File: src/rtl/sensors_avg_seq_pkg.sv
// ---------------------------------------------------------------------------
// sensors_avg_seq_pkg
// Shared definitions for the sensor averager and the baggage-drop controller:
//   - FSM state encodings (legacy-compatible localparam constants)
//   - clog2 helper usable in constant expressions
//   - sumWidth: width of the never-truncated channel sum (WIDTH + clog2(N))
// No ports (package).
// ---------------------------------------------------------------------------
package sensors_avg_seq_pkg;

   typedef logic [2:0] state_t;

   localparam state_t S_IDLE   = 3'd0;
   localparam state_t S_ACCUM  = 3'd1;
   localparam state_t S_DIV    = 3'd2;
   localparam state_t S_SMOOTH = 3'd3;
   localparam state_t S_DONE   = 3'd4;

   // Ceiling log2; clog2(1) = 0 so callers guard widths that could become zero.
   function automatic int clog2(input int value);
      int result;
      int remaining;
      result    = 0;
      remaining = value - 1;
      while (remaining > 0) begin
         result    = result + 1;
         remaining = remaining >> 1;
      end
      return result;
   endfunction

   // Width that holds the sum of n readings of w bits without overflow.
   function automatic int sumWidth(input int n, input int w);
      return w + clog2(n);
   endfunction

endpackage

File: src/rtl/sensors_avg_seq_divider.sv
// ---------------------------------------------------------------------------
// sensors_avg_seq_divider  (the seq_divider of the averager)
// Fixed-latency restoring divider: quotient = dividend / divisor, unsigned.
// The first quotient bit is produced on the launch edge, the remaining W-1
// bits on the following W-1 edges, so the result is ready W cycles after a
// launch and 'done' pulses for one cycle in the cycle after the last step.
// The quotient register holds its value until the next launch.
// A zero divisor is allowed and simply yields an all-ones quotient.
// Ports:
//   clk       in   1  rising-edge clock
//   rst_n     in   1  synchronous reset, active-low
//   start     in   1  launch request (ignored while busy)
//   dividend  in   W  numerator, sampled on launch
//   divisor   in   W  denominator, sampled on launch
//   busy      out  1  division in progress
//   done      out  1  one-cycle pulse, quotient valid from this cycle
//   quotient  out  W  result
// ---------------------------------------------------------------------------
module sensors_avg_seq_divider
   import sensors_avg_seq_pkg::*;
#(
   parameter int W = 10
) (
   input  logic         clk,
   input  logic         rst_n,
   input  logic         start,
   input  logic [W-1:0] dividend,
   input  logic [W-1:0] divisor,
   output logic         busy,
   output logic         done,
   output logic [W-1:0] quotient
);

   localparam int ITER_W = clog2(W + 1);

   logic [W-1:0]      r_rem;
   logic [W-1:0]      r_quo;
   logic [W-1:0]      r_div;
   logic [ITER_W-1:0] r_iter;
   logic              r_busy;
   logic              r_done;

   logic              w_launch;
   logic [W-1:0]      w_remIn;
   logic [W-1:0]      w_quoIn;
   logic [W-1:0]      w_divIn;
   logic [W:0]        w_shifted;
   logic [W:0]        w_trial;
   logic [W-1:0]      w_remNext;
   logic [W-1:0]      w_quoNext;

   // One restoring step. On a launch the step works directly on the incoming
   // operands so the first bit costs no extra cycle. The remainder stays below
   // the divisor, so W bits hold it; the shifted value needs W+1 bits and the
   // top bit of the trial difference acts as the borrow.
   always_comb begin
      w_launch  = start && !r_busy;
      w_remIn   = w_launch ? '0 : r_rem;
      w_quoIn   = w_launch ? dividend : r_quo;
      w_divIn   = w_launch ? divisor : r_div;
      w_shifted = {w_remIn, w_quoIn[W-1]};
      w_trial   = w_shifted - {1'b0, w_divIn};
      if (!w_trial[W]) begin
         w_remNext = w_trial[W-1:0];
         w_quoNext = {w_quoIn[W-2:0], 1'b1};
      end else begin
         w_remNext = w_shifted[W-1:0];
         w_quoNext = {w_quoIn[W-2:0], 1'b0};
      end
   end

   // Iteration control: r_iter counts the steps still to do after the current one.
   always_ff @(posedge clk) begin
      if (!rst_n) begin
         r_rem  <= '0;
         r_quo  <= '0;
         r_div  <= '0;
         r_iter <= '0;
         r_busy <= 1'b0;
         r_done <= 1'b0;
      end else begin
         r_done <= 1'b0;
         if (w_launch) begin
            r_rem  <= w_remNext;
            r_quo  <= w_quoNext;
            r_div  <= divisor;
            r_iter <= ITER_W'(W - 1);
            r_busy <= 1'b1;
         end else if (r_busy) begin
            r_rem  <= w_remNext;
            r_quo  <= w_quoNext;
            r_iter <= r_iter - ITER_W'(1);
            if (r_iter == ITER_W'(1)) begin
               r_busy <= 1'b0;
               r_done <= 1'b1;
            end
         end
      end
   end

   assign busy     = r_busy;
   assign done     = r_done;
   assign quotient = r_quo;

endmodule

File: src/rtl/sensors_avg_seq.sv
// ---------------------------------------------------------------------------
// sensors_avg_seq
// Captures N sensor readings on a valid/ready handshake, drops zero readings
// (faulty sensors) and returns the round-half-up mean of the rest after a fixed
// accumulate/divide sequence: out_valid rises N+SUM_W+1 cycles after accept
// (one more with smoothing). One vector in flight, no input buffering.
// Optional feature macro: SENSORS_AVG_SMOOTH_EN
//   defined   -> extra SMOOTH state, DEPTH-entry moving average over results
//   undefined -> height is the rounded mean directly, DEPTH is ignored
// Parameters: N (2..16 channels), WIDTH (bits per reading/result),
//             DEPTH (smoothing window, power of two)
// Ports:
//   clk        in   1        rising-edge clock
//   rst_n      in   1        synchronous reset, active-low
//   in_valid   in   1        sensor vector valid
//   in_ready   out  1        high only in IDLE
//   sensors    in   N*WIDTH  channel k at [k*WIDTH +: WIDTH], 0 = faulty
//   out_valid  out  1        height/err valid (DONE)
//   out_ready  in   1        consumer accepts result
//   height     out  WIDTH    rounded mean of non-zero channels
//   err        out  1        all channels were zero
// ---------------------------------------------------------------------------
module sensors_avg_seq
   import sensors_avg_seq_pkg::*;
#(
   parameter int N     = 4,
   parameter int WIDTH = 8,
   parameter int DEPTH = 4
) (
   input  logic               clk,
   input  logic               rst_n,
   input  logic               in_valid,
   output logic               in_ready,
   input  logic [N*WIDTH-1:0] sensors,
   output logic               out_valid,
   input  logic               out_ready,
   output logic [WIDTH-1:0]   height,
   output logic               err
);

   localparam int SUM_W = sumWidth(N, WIDTH);
   localparam int CNT_W = clog2(N + 1);
   localparam int IDX_W = clog2(N);
   localparam logic [SUM_W-1:0] QMAX = {{(SUM_W-WIDTH){1'b0}}, {WIDTH{1'b1}}};

`ifdef SENSORS_AVG_SMOOTH_EN
   localparam int SH    = clog2(DEPTH);
   localparam int RUN_W = WIDTH + SH;
   localparam int PTR_W = (DEPTH > 1) ? SH : 1;
`endif

   state_t             r_state;
   logic [N*WIDTH-1:0] r_snap;
   logic [IDX_W-1:0]   r_idx;
   logic [SUM_W-1:0]   r_sum;
   logic [CNT_W-1:0]   r_cnt;
   logic               r_launched;
   logic [WIDTH-1:0]   r_height;
   logic               r_err;

   logic [WIDTH-1:0]   w_chan;
   logic [SUM_W-1:0]   w_dividend;
   logic [SUM_W-1:0]   w_divisor;
   logic               w_divStart;
   logic               w_divBusy;
   logic               w_divDone;
   logic [SUM_W-1:0]   w_quot;
   logic [WIDTH-1:0]   w_qClamped;

`ifdef SENSORS_AVG_SMOOTH_EN
   logic [WIDTH-1:0]   r_hist [DEPTH];
   logic [RUN_W-1:0]   r_runSum;
   logic [PTR_W-1:0]   r_wptr;
   logic [RUN_W-1:0]   w_newRun;
`endif

   // The snapshot is shifted down one channel per ACCUM cycle, so the
   // channel being summed is always the lowest slice.
   // Adding cnt>>1 before dividing gives round-half-up; the sum cannot
   // overflow SUM_W because N*(2^WIDTH-1)+N/2 < N*2^WIDTH <= 2^SUM_W.
   // The quotient is provably <= 2^WIDTH-1; the clamp only guards the cast.
   always_comb begin
      w_chan     = r_snap[WIDTH-1:0];
      w_dividend = r_sum + SUM_W'(r_cnt >> 1);
      w_divisor  = SUM_W'(r_cnt);
      w_divStart = (r_state == S_DIV) && !r_launched && !w_divBusy;
      w_qClamped = (w_quot > QMAX) ? {WIDTH{1'b1}} : w_quot[WIDTH-1:0];
   end

`ifdef SENSORS_AVG_SMOOTH_EN
   // Running window sum after replacing the oldest entry with the new result.
   always_comb begin
      w_newRun = r_runSum - RUN_W'(r_hist[r_wptr]) + RUN_W'(w_qClamped);
   end
`endif

   // The divider also runs when every channel was zero (divisor 0); its
   // result is then discarded. This keeps the DIV stage the same length
   // whatever the input, so the latency is constant.
   sensors_avg_seq_divider #(
      .W (SUM_W)
   ) u_divider (
      .clk      (clk),
      .rst_n    (rst_n),
      .start    (w_divStart),
      .dividend (w_dividend),
      .divisor  (w_divisor),
      .busy     (w_divBusy),
      .done     (w_divDone),
      .quotient (w_quot)
   );

   // Main sequencer: IDLE -> ACCUM (N cycles) -> DIV (SUM_W+1 cycles)
   // -> [SMOOTH] -> DONE. Reset anywhere aborts the vector with no output.
   always_ff @(posedge clk) begin
      if (!rst_n) begin
         r_state    <= S_IDLE;
         r_snap     <= '0;
         r_idx      <= '0;
         r_sum      <= '0;
         r_cnt      <= '0;
         r_launched <= 1'b0;
         r_height   <= '0;
         r_err      <= 1'b0;
`ifdef SENSORS_AVG_SMOOTH_EN
         r_runSum   <= '0;
         r_wptr     <= '0;
         for (int i = 0; i < DEPTH; i++) begin
            r_hist[i] <= '0;
         end
`endif
      end else begin
         case (r_state)
            S_IDLE: begin
               if (in_valid) begin
                  r_snap     <= sensors;
                  r_sum      <= '0;
                  r_cnt      <= '0;
                  r_idx      <= '0;
                  r_launched <= 1'b0;
                  r_state    <= S_ACCUM;
               end
            end
            S_ACCUM: begin
               if (w_chan != '0) begin
                  r_sum <= r_sum + SUM_W'(w_chan);
                  r_cnt <= r_cnt + CNT_W'(1);
               end
               r_snap <= r_snap >> WIDTH;
               if (r_idx == IDX_W'(N - 1)) begin
                  r_state <= S_DIV;
               end else begin
                  r_idx <= r_idx + IDX_W'(1);
               end
            end
            S_DIV: begin
               if (w_divStart) begin
                  r_launched <= 1'b1;
               end
               if (w_divDone) begin
                  r_err <= (r_cnt == '0);
`ifdef SENSORS_AVG_SMOOTH_EN
                  r_state <= S_SMOOTH;
`else
                  r_height <= (r_cnt == '0) ? '0 : w_qClamped;
                  r_state  <= S_DONE;
`endif
               end
            end
`ifdef SENSORS_AVG_SMOOTH_EN
            S_SMOOTH: begin
               // Error results bypass the window entirely.
               if (r_err) begin
                  r_height <= '0;
               end else begin
                  r_runSum       <= w_newRun;
                  r_hist[r_wptr] <= w_qClamped;
                  r_wptr         <= (r_wptr == PTR_W'(DEPTH - 1)) ? '0 : r_wptr + PTR_W'(1);
                  r_height       <= WIDTH'(w_newRun >> SH);
               end
               r_state <= S_DONE;
            end
`endif
            S_DONE: begin
               if (out_ready) begin
                  r_state <= S_IDLE;
               end
            end
            default: begin
               r_state <= S_IDLE;
            end
         endcase
      end
   end

   assign in_ready  = (r_state == S_IDLE);
   assign out_valid = (r_state == S_DONE);
   assign height    = r_height;
   assign err       = r_err;

endmodule

File: config.mk
export PLATFORM = sky130hd
export DESIGN_NAME = sensors_avg_seq
export DESIGN_NICKNAME = d
export VERILOG_FILES = /design/src/rtl/sensors_avg_seq_pkg.sv /design/src/rtl/sensors_avg_seq_divider.sv /design/src/rtl/sensors_avg_seq.sv
export SDC_FILE = /design/constraint.sdc
export NUM_CORES = 1
export LEC_CHECK = 0
export BUFFER_PORTS_ARGS = -buffer_cell sky130_fd_sc_hd__buf_2
export CORE_MARGIN = 1.5
export CORE_UTILIZATION = 60
export CTS_CLUSTER_DIAMETER = 120
export DETAILED_ROUTE_END_ITERATION = 16
export PLACE_DENSITY_LB_ADDON = 0.25
export SYNTH_ARGS = -nofsm -noshare
export SYNTH_HDL_FRONTEND = slang
export SYNTH_HIERARCHICAL = 1
export SYNTH_SLANG_ARGS = --single-unit
File: constraint.sdc
create_clock -name clk -period 10.55 [get_ports clk]
set_input_delay 1.5825 -clock clk [delete_from_list [all_inputs] [get_ports clk]]
set_output_delay 1.5825 -clock clk [all_outputs]
set_load 0.01 [all_outputs]
==> results of run 1 <==
## routing by layer
metal  share of wire  up-vias  track usage  wire length [um]
met2            0.46      100       0.4020              4914
met1            0.48     1980       0.3384              5138
met5               0        -            0                 0
met4           0.012        0      0.06985               125
li1                -     2150            -                 -
met3           0.055       13      0.05104               589
## area by class of cell
type / count / area [um2] / area share
clock inverter: 7 / 78.83 / 0.01410
inverter: 15 / 56.30 / 0.01007
sequential: 96 / 1922 / 0.3437
clock buffer: 9 / 123.9 / 0.02215
tap: 105 / 131.4 / 0.02350
timing repair buffer: 52 / 275.3 / 0.04923
multi-input combinational: 448 / 3004 / 0.5373
## state kept, by name, summed over array words and instances, names as in the netlist
name / cells
err: 1
u_divider/r_iter: 4
u_divider/busy: 1
r_state: 3
height: 8
r_snap: 32
u_divider/r_rem: 10
u_divider/done: 1
r_launched: 1
r_idx: 2
r_sum: 10
r_cnt: 3
u_divider/r_div: 10
u_divider/quotient: 10
## worst min-delay path, cell delays in order, from the launching register on
cell	delay (ps)
dfxtp_1	340
nand2_1	40
o21ai_0	50
## per-stage QoR
stage | total power (uW) | hold slack (ps) | util | worst slack [ps] | instances
2_1_floorplan | 431.5 | 441.5 | - | 6742 | 597
3_3_place_gp | 447.2 | 429.4 | 0.6526 | 6257 | 716
3_5_place_dp | 449.5 | 438.8 | 0.6526 | 6089 | 716
4_1_cts | 697.8 | 463.6 | 0.6771 | 5991 | 732
5_1_grt | 720.8 | 487.2 | 0.6771 | 5637 | 732
6_report | 690.9 | 459.0 | 0.6771 | 5948 | 732
## how the worst max path moves through the flow
stage               start                 end  slack (ps)
2_1_floorplan  r_state[1]  u_divider/r_rem[6]        6740
3_3_place_gp   r_state[1]  u_divider/r_rem[2]        6260
3_5_place_dp   r_state[1]  u_divider/r_rem[2]        6090
4_1_cts        r_state[1]  u_divider/r_rem[2]        5990
5_1_grt        r_state[1]  u_divider/r_rem[2]        5640
6_report       r_state[1]  u_divider/r_rem[2]        5950
## Yosys cell counts (2+ instances only)
cell,instances,area share
nor3_1,6,0.0058
xor2_1,7,0.012
a32oi_1,4,0.0068
o31ai_1,6,0.0088
xnor2_1,14,0.024
o21ai_0,30,0.029
o22ai_1,3,0.0036
nor2b_1,26,0.032
o311ai_1,2,0.0034
or3_1,4,0.0049
a21boi_0,33,0.048
o2111ai_1,2,0.0034
and2_1,25,0.030
clkbuf_1,19,0.014
inv_1,15,0.011
nor2_1,20,0.015
mux2i_1,20,0.039
and3_1,4,0.0049
nor3b_1,5,0.0073
or2_2,3,0.0036
nand2b_1,8,0.0097
nand2_1,80,0.058
nand3_1,17,0.017
nor4bb_1,2,0.0039
dfxtp_1,96,0.37
ha_1,22,0.054
a31oi_1,3,0.0036
a21oi_1,18,0.018
buf_6,5,0.011
o21ai_1,2,0.0019
o211ai_1,3,0.0044
nand4_1,2,0.0024
nand3b_1,4,0.0058
o221ai_1,2,0.0034
nor4_1,3,0.0036
fa_1,3,0.012
a22oi_1,32,0.047
buf_2,9,0.0088
buf_1,3,0.0022
## where the power goes
part           switching [uW]  total [uW]  internal (uW)  leakage [uW]
combinational            36.1        60.9           24.8       0.00131
clock                     138         250            112     0.0000977
sequential               7.99         380            372      0.000779
## kinds of logic after synthesis
kind of cell | after synthesis | synth area share
buffers and inverters | 53 | 0.04913
DFF | 96 | 0.3736
other | 1 | 0.0007290
adders and majority gates | 25 | 0.06519
muxes | 20 | 0.03892
AOI/OAI and AO/OA | 158 | 0.2197
xor gates and xnor gates | 21 | 0.03576
and+or+nand+nor | 216 | 0.2170
==> summary.md, run 1 <==
| Metric | Value |
|---|---|
| DR vias/cell | 5.796 |
| Hold Crit Depth | 2 |
| DRT iter0 DRCs | 157 |
| PwrDens | 123.6 nW/um2 |
| Hold Path End | height[4] |
| Worst Reg2Reg Path Length in Cells | 15 |
| Cells after Synth | 590 |
| Synth Flop Type | dfxtp_1 |
| Slowest-stage cell, CP | nand2b_1 |
| Most common cell after layout, fill and taps aside | dfxtp_1 |
| Antenna-violating nets left | 0 |
| Die ar. | 9137 um2 |
| Most frequent cells in the layout | 96 x dfxtp_1, 80 x nand2_1, 46 x buf_2 |
| Clock Tree Root | clkbuf_8 |
| Max Cap Violations | 0 |
| Static Leakage | 0.002186 uW |
| Buffers & Inverters on Critical Path | 3 |
| Kind of cell adding the most delay to the critical path | simple AND/OR/NAND/NOR gates |
| Die H | 95.59 um |
| Layout net count | 683 |
| Synth Warn # | 6 |
| Row cnt | 33 |
| Initial Util | 0.6229 |
| Die Span X | 95.59 um |
| Worst slew pin tran | 1220 ps |
| CTS tree | done |
| Critical path, cell by cell | nor2b_1, nor4b_2, buf_4, nand2b_1, mux2i_1, inv_1, fa_1, nor2b_1, o21ai_0, a211oi_2, a221oi_2, xnor2_1, buf_4, or3_1, a31oi_1 |
| Via count | 4,243 |
| Final wirelength | 10,770 um |
| Core Footprint | 8258 um2 |
| Number of clock buffers inserted by TritonCTS | 9 |
| DRC violation count after routing | 0 |
| Clk_skew | 15.16 ps |
| Maximum vdd ir drop | 0.00009964 V |
| Initial antenna violation count | 0 |
| Startpoint Class | flip-flop |
| Synthesized area | 5144 um2 |
| Post-synth EDFFs | 0 |
| Max Freq | 217.3 MHz |
| Post-CTS Setup Repair Bufs | 0 |
| Hold Crit Class | reg -> reg |
| FF-to-FF End | u_divider/r_rem[2] |
| Hold Buf Count CTS | 0 |
| Ratio of cells with drive above 1 in the final layout | 0.1324 |
| Min-delay src | height[4] |
| Ports | 47 |
| Fin. Hold Viols | 0 |
| Global-route wire length before repair | 18,010 um |
| Stages on worst setup path | 15 |
| Yosys reg bits | 96 |
| DPL Wire Length | 7583 um |
| Final Cell Area | 5592 um2 |
| Final Cycle Share | 0.4362 |
| Type of element capturing the critical path | flip-flop |
| Wire per inst | 14.71 um |
| Remaining global-route overflow | 0 |
| Vias in the first global route | 3,913 |
| H-tree levels | 3 |
| RSZ-0062 raised after global routing | false |
| DRT Pass-1 Iters | 4 |
| Fillcell total | 680 |
| Endpoints failing setup | 0 |
| Reg-to-reg critical path startpoint | r_state[1] |
| Layout area overhead | 8.708% |
| CP Max Fanout | 20 |
| Clock transition at path regs | 110 ps |
| Synth cell types | 67 |
| Post-synthesis average cell area | 8.718 um2 |
| Setup_tns | 0 ps |
| Status | complete, no violations |
| Slew HR | 0.1856 |
| Number of clock sinks | 96 |
| Slew Viols, Final | 0 |
| WP data required | 10,850 ps |
| Sequential share of the synthesized area | 0.3736 |
| Clock buffer depth | 2 |
| Post-DP Area | 5389 um2 |
| Number of diodes | 0 |
| Highest cell delay on the worst timing path | 490 ps |
| Setup CP Type | reg -> reg |
| GRT Util Overall | 0.2500 |
| Buffers on Ports | 46 |
| Final min period | 4602 ps |
| # resized after CTS | 0 |
| RePlAce Congestion | 0.8909 |
| FFs w/ async S/R, synth | 0 |
| Worst-skew pair later-pin latency | 370 ps |
| Largest net degree at the start of global routing | 88 |
| Setup slack, reg-to-reg | 5950 ps |
| Worst path arrival time | 4910 ps |
Note: power is estimated with default switching activity, not from simulation.
==> inputs of run 2 (changes only) <==
--- a/config.mk
+++ b/config.mk
@@ -5,9 +5,10 @@
 export SDC_FILE = /design/constraint.sdc
 export NUM_CORES = 1
 export LEC_CHECK = 0
+export ABC_AREA = 1
 export BUFFER_PORTS_ARGS = -buffer_cell sky130_fd_sc_hd__buf_2
 export CORE_MARGIN = 1.5
-export CORE_UTILIZATION = 60
+export CORE_UTILIZATION = 54
 export CTS_CLUSTER_DIAMETER = 120
 export DETAILED_ROUTE_END_ITERATION = 16
 export PLACE_DENSITY_LB_ADDON = 0.25
==> constraint.sdc (replaced) <==
create_clock -name clk -period 3.9 [get_ports clk]
set_input_delay 0.585 -clock clk [delete_from_list [all_inputs] [get_ports clk]]
set_output_delay 0.585 -clock clk [all_outputs]
set_load 0.01 [all_outputs]
==> run 2 against run 1 <==
Against the previous run: clock skew down 0.79 ps; synthesized area increased by 1.5%; total power rose to 2.8 times the previous value; worst setup slack got worse by 5500 ps; first-iteration DRC count up 69%; wire length grew 13%; final area grew 2.2%; clock power rose to 2.7 times the previous value; sequential power grew to 2.7 times the previous value; critical path type unchanged; largest power group unchanged.
==> summary.md, run 2 <==
| Metric | Value |
|---|---|
| Hold slack | 450.4 ps (-8.509 ps) |
| Hold Crit Class | in -> reg |
| XOR/XNOR Fraction of Synth Area | 0.02516 (-0.01060) |
| Final Cycle Share | 0.8960 (+0.4598) |
| Post-synthesis average cell area | 7.008 um2 (-20%) |
| Fin. Hold Viols | 0 (unchanged) |
| Clock buffer depth | 2 (unchanged) |
| Max Cap Violations | 0 (unchanged) |
| Critical path, cell by cell | nor2_1, nand2_1, inv_1, nand2_4, inv_2, or2_2, o21ai_0, inv_1, ha_1, fa_1, nor2_1, nor2_1, nand2_1, nand2_2, inv_2, nand2_2, nand2_4, nand3_4, nand2_2, nand2_2, nand2_2, nand2_1, nand3_1, nand2_1 |
| Via count | 4,767 (+12%) |
| Number of clock sinks | 96 (unchanged) |
| RePlAce Congestion | 0.9261 (+4.0%) |
| Final worst-path setup slack | 405.7 ps (-5543 ps) |
| Slew Viols, Final | 0 (unchanged) |
| Static Leakage | 0.002746 uW (+26%) |
| Vias in the first global route | 4,353 (+11%) |
| Type of element capturing the critical path | flip-flop |
| Buffers on Ports | 46 (unchanged) |
| DPL Wire Length | 9065 um (+20%) |
| FFs w/ async S/R, synth | 0 (unchanged) |
| Pre-CTS setup slack | 448.6 ps (-5640 ps) |
| Post-synth top cells | 264 x nand2_1, 96 x dfxtp_1, 78 x inv_1 |
| Wire per inst | 13.16 um (-11%) |
| Ratio of cells with drive above 1 in the final layout | 0.1301 (-0.002326) |
| Final min period | 3494 ps (-1107 ps) |
| Die ar. | 10,270 um2 (+12%) |
| Max reg flops | 32 (unchanged) |
| Maximum vdd ir drop | 0.0001892 V (+90%) |
| Max Freq | 286.2 MHz (+32%) |
| WP data required | 4170 ps (-6680 ps) |
| DR vias/cell | 5.176 (-11%) |
| H-tree levels | 3 (unchanged) |
| PwrDens | 336.7 nW/um2 (+170%) |
| Post-synthesis mux area share | 0.01150 (-0.02742) |
| Global-route wire length before repair | 20,470 um (+14%) |
| Synth Flop Type | dfxtp_1 |
| Highest cell delay on the worst timing path | 570 ps (+80 ps) |
| Post-Synth Simple-Gate Area | 0.3364 (+0.1195) |
| Hold Buf Count CTS | 0 (unchanged) |
| Antenna-violating nets left | 0 (unchanged) |
| Cell taking the most area after synthesis | dfxtp_1 |
| Status | complete, no violations |
| Slew HR | 0.3841 (+0.1985) |
| Number of diodes | 0 (unchanged) |
| Row cnt | 35 (+6.1%) |
| RSZ-0062 raised after global routing | false |
| Clock Tree Root | clkbuf_8 |
| Synth cell types | 46 (-31%) |
| Synth Warn # | 6 (unchanged) |
| Ports | 47 (unchanged) |
| Post-CTS Setup Repair Bufs | 0 (unchanged) |
| Min-delay src | sensors[28] |
| Initial antenna violation count | 0 (unchanged) |
| Biggest register | r_snap |
| Synth top area cells | dfxtp_1 37%, nand2_1 19%, inv_1 5.6%, ha_1 5.3%, nand3_1 4.2% |
| Reg-to-reg critical path startpoint | u_divider/busy |
| Setup CP Type | reg -> reg |
| Most frequent cells in the layout | 264 x nand2_1, 96 x dfxtp_1, 78 x inv_1 |
| Cells after Synth | 745 (+26%) |
| Remaining global-route overflow | 0 (unchanged) |
| Setup_tns | 0 ps (unchanged) |
| Buffers & Inverters on Critical Path | 4 (+1) |
| Die H | 101.3 um (+6.0%) |
| Final wirelength | 12,120 um (+13%) |
| Fillcell total | 871 (+28%) |
| Most frequent cell after synthesis | nand2_1 |
| Synthesized area | 5221 um2 (+1.5%) |
| Total Power | 1925 uW (+180%) |
| Synth Area in Compound Gates | 0.1066 (-0.1130) |
| Layout area overhead | 9.466% |
| Crit path from | u_divider/busy |
| Clk_skew | 14.36 ps (-0.7944 ps) |
| CTS tree | done |
| Yosys reg bits | 96 (unchanged) |
| Yosys top cell area share | 0.3681 (-0.005551) |
| # resized after CTS | 0 (unchanged) |
| CP Max Fanout | 16 (-20%) |
| DRT iter0 DRCs | 265 (+69%) |
| Post-Synth Adder-Cell Area | 0.06422 (-0.0009686) |
| Number of clock buffers inserted by TritonCTS | 9 (unchanged) |
| GRT Util Overall | 0.2497 (about the same) |
| Core Footprint | 9328 um2 (+13%) |
| Kind of cell adding the most delay to the critical path | simple AND/OR/NAND/NOR gates |
| Worst path arrival time | 3760 ps (-1150 ps) |
| Util after Layout | 0.6127 (-0.06438) |
| DRT Pass-1 Iters | 5 (+1) |
| Endpoints failing setup | 0 (unchanged) |
| Die Span X | 101.3 um (+6.0%) |
| Worst-skew pair later-pin latency | 370 ps (about the same) |
| Largest family of logic cells by synthesized area | simple AND/OR/NAND/NOR gates |
| Startpoint Class | flip-flop |
| Initial Util | 0.5598 (-0.06312) |
| Worst slew pin tran | 922.5 ps (-297.8 ps) |
| Layout net count | 848 (+24%) |
| Largest net degree at the start of global routing | 56 (-36%) |
| DRC violation count after routing | 0 (unchanged) |
| Most common cell after layout, fill and taps aside | nand2_1 |
| Slowest-stage cell, CP | dfxtp_1 |
| Sequential share of the synthesized area | 0.3681 (-0.005551) |
| Post-synth EDFFs | 0 (unchanged) |
| Clock transition at path regs | 110 ps (about the same) |
| Critical path's most frequent cell | nand2_2 |
[run 2: cell count changes in the layout (fill, tap and decap cells not counted), sizes merged, moves of 31 or more]
cell / previous run / this run
nand3: 17 / 51
a22oi: 32 / 1
nand2: 80 / 277
a21boi: 34 / 1
inv: 17 / 87
nor2: 20 / 54
[run 2: kinds of logic (layout without fill, tap and decap cells)]
kind of cell / after synthesis / after routing
simple gates: 402 / 402
buf+inv: 106 / 147
flops: 96 / 96
compound gates: 94 / 94
fa+ha+maj: 25 / 25
xor+xnor: 15 / 15
mux: 6 / 6
other cells: 1 / 7
[run 2: final timing paths]
path,end,slack (ps),cells past startpoint
setup / recovery,u_divider/r_rem[5],410,24
hold / removal,r_snap[28],450,3
setup reg to reg,u_divider/r_rem[5],410,24
hold reg to reg,height[6],470,2
[run 2: power by group]
group | leakage, uW | internal (uW) | total [uW] | switching (uW)
Clock | 0.000104 | 310 | 681 | 371
Sequential | 0.000779 | 1010 | 1040 | 25.9
Combinational | 0.00186 | 71.1 | 207 | 136
Total | 0.00275 | 1390 | 1920 | 532
[run 2: worst min-delay path, stage by stage]
cell and delay (ps):
buf_2 100, nand2_1 50, a21oi_1 50
[run 2: metrics by stage]
stage / cells / instance area [um2]
after floorplan: 751 / 5244
after global placement: 905 / 5505
after detailed placement: 905 / 5505
after CTS: 921 / 5715
after global routing: 921 / 5715
final: 921 / 5715
[run 2: layer usage]
| layer | share of wire | track usage |
|---|---|---|
| met1 | 0.50 | 0.3662 |
| met2 | 0.44 | 0.3856 |
| met3 | 0.056 | 0.03175 |
| met4 | 0.012 | 0.07265 |
| met5 | 0 | 0 |
[run 2: final cells by class]
class | instances | area (um2) | area share
clock buffers | 9 | 123.9 | 0.02167
clock inverters | 7 | 86.33 | 0.01511
inverters | 84 | 317.8 | 0.05560
multi-input cells | 549 | 2867 | 0.5015
flip-flops and latches | 96 | 1922 | 0.3363
well taps | 129 | 161.4 | 0.02824
repair buffers | 47 | 237.7 | 0.04159
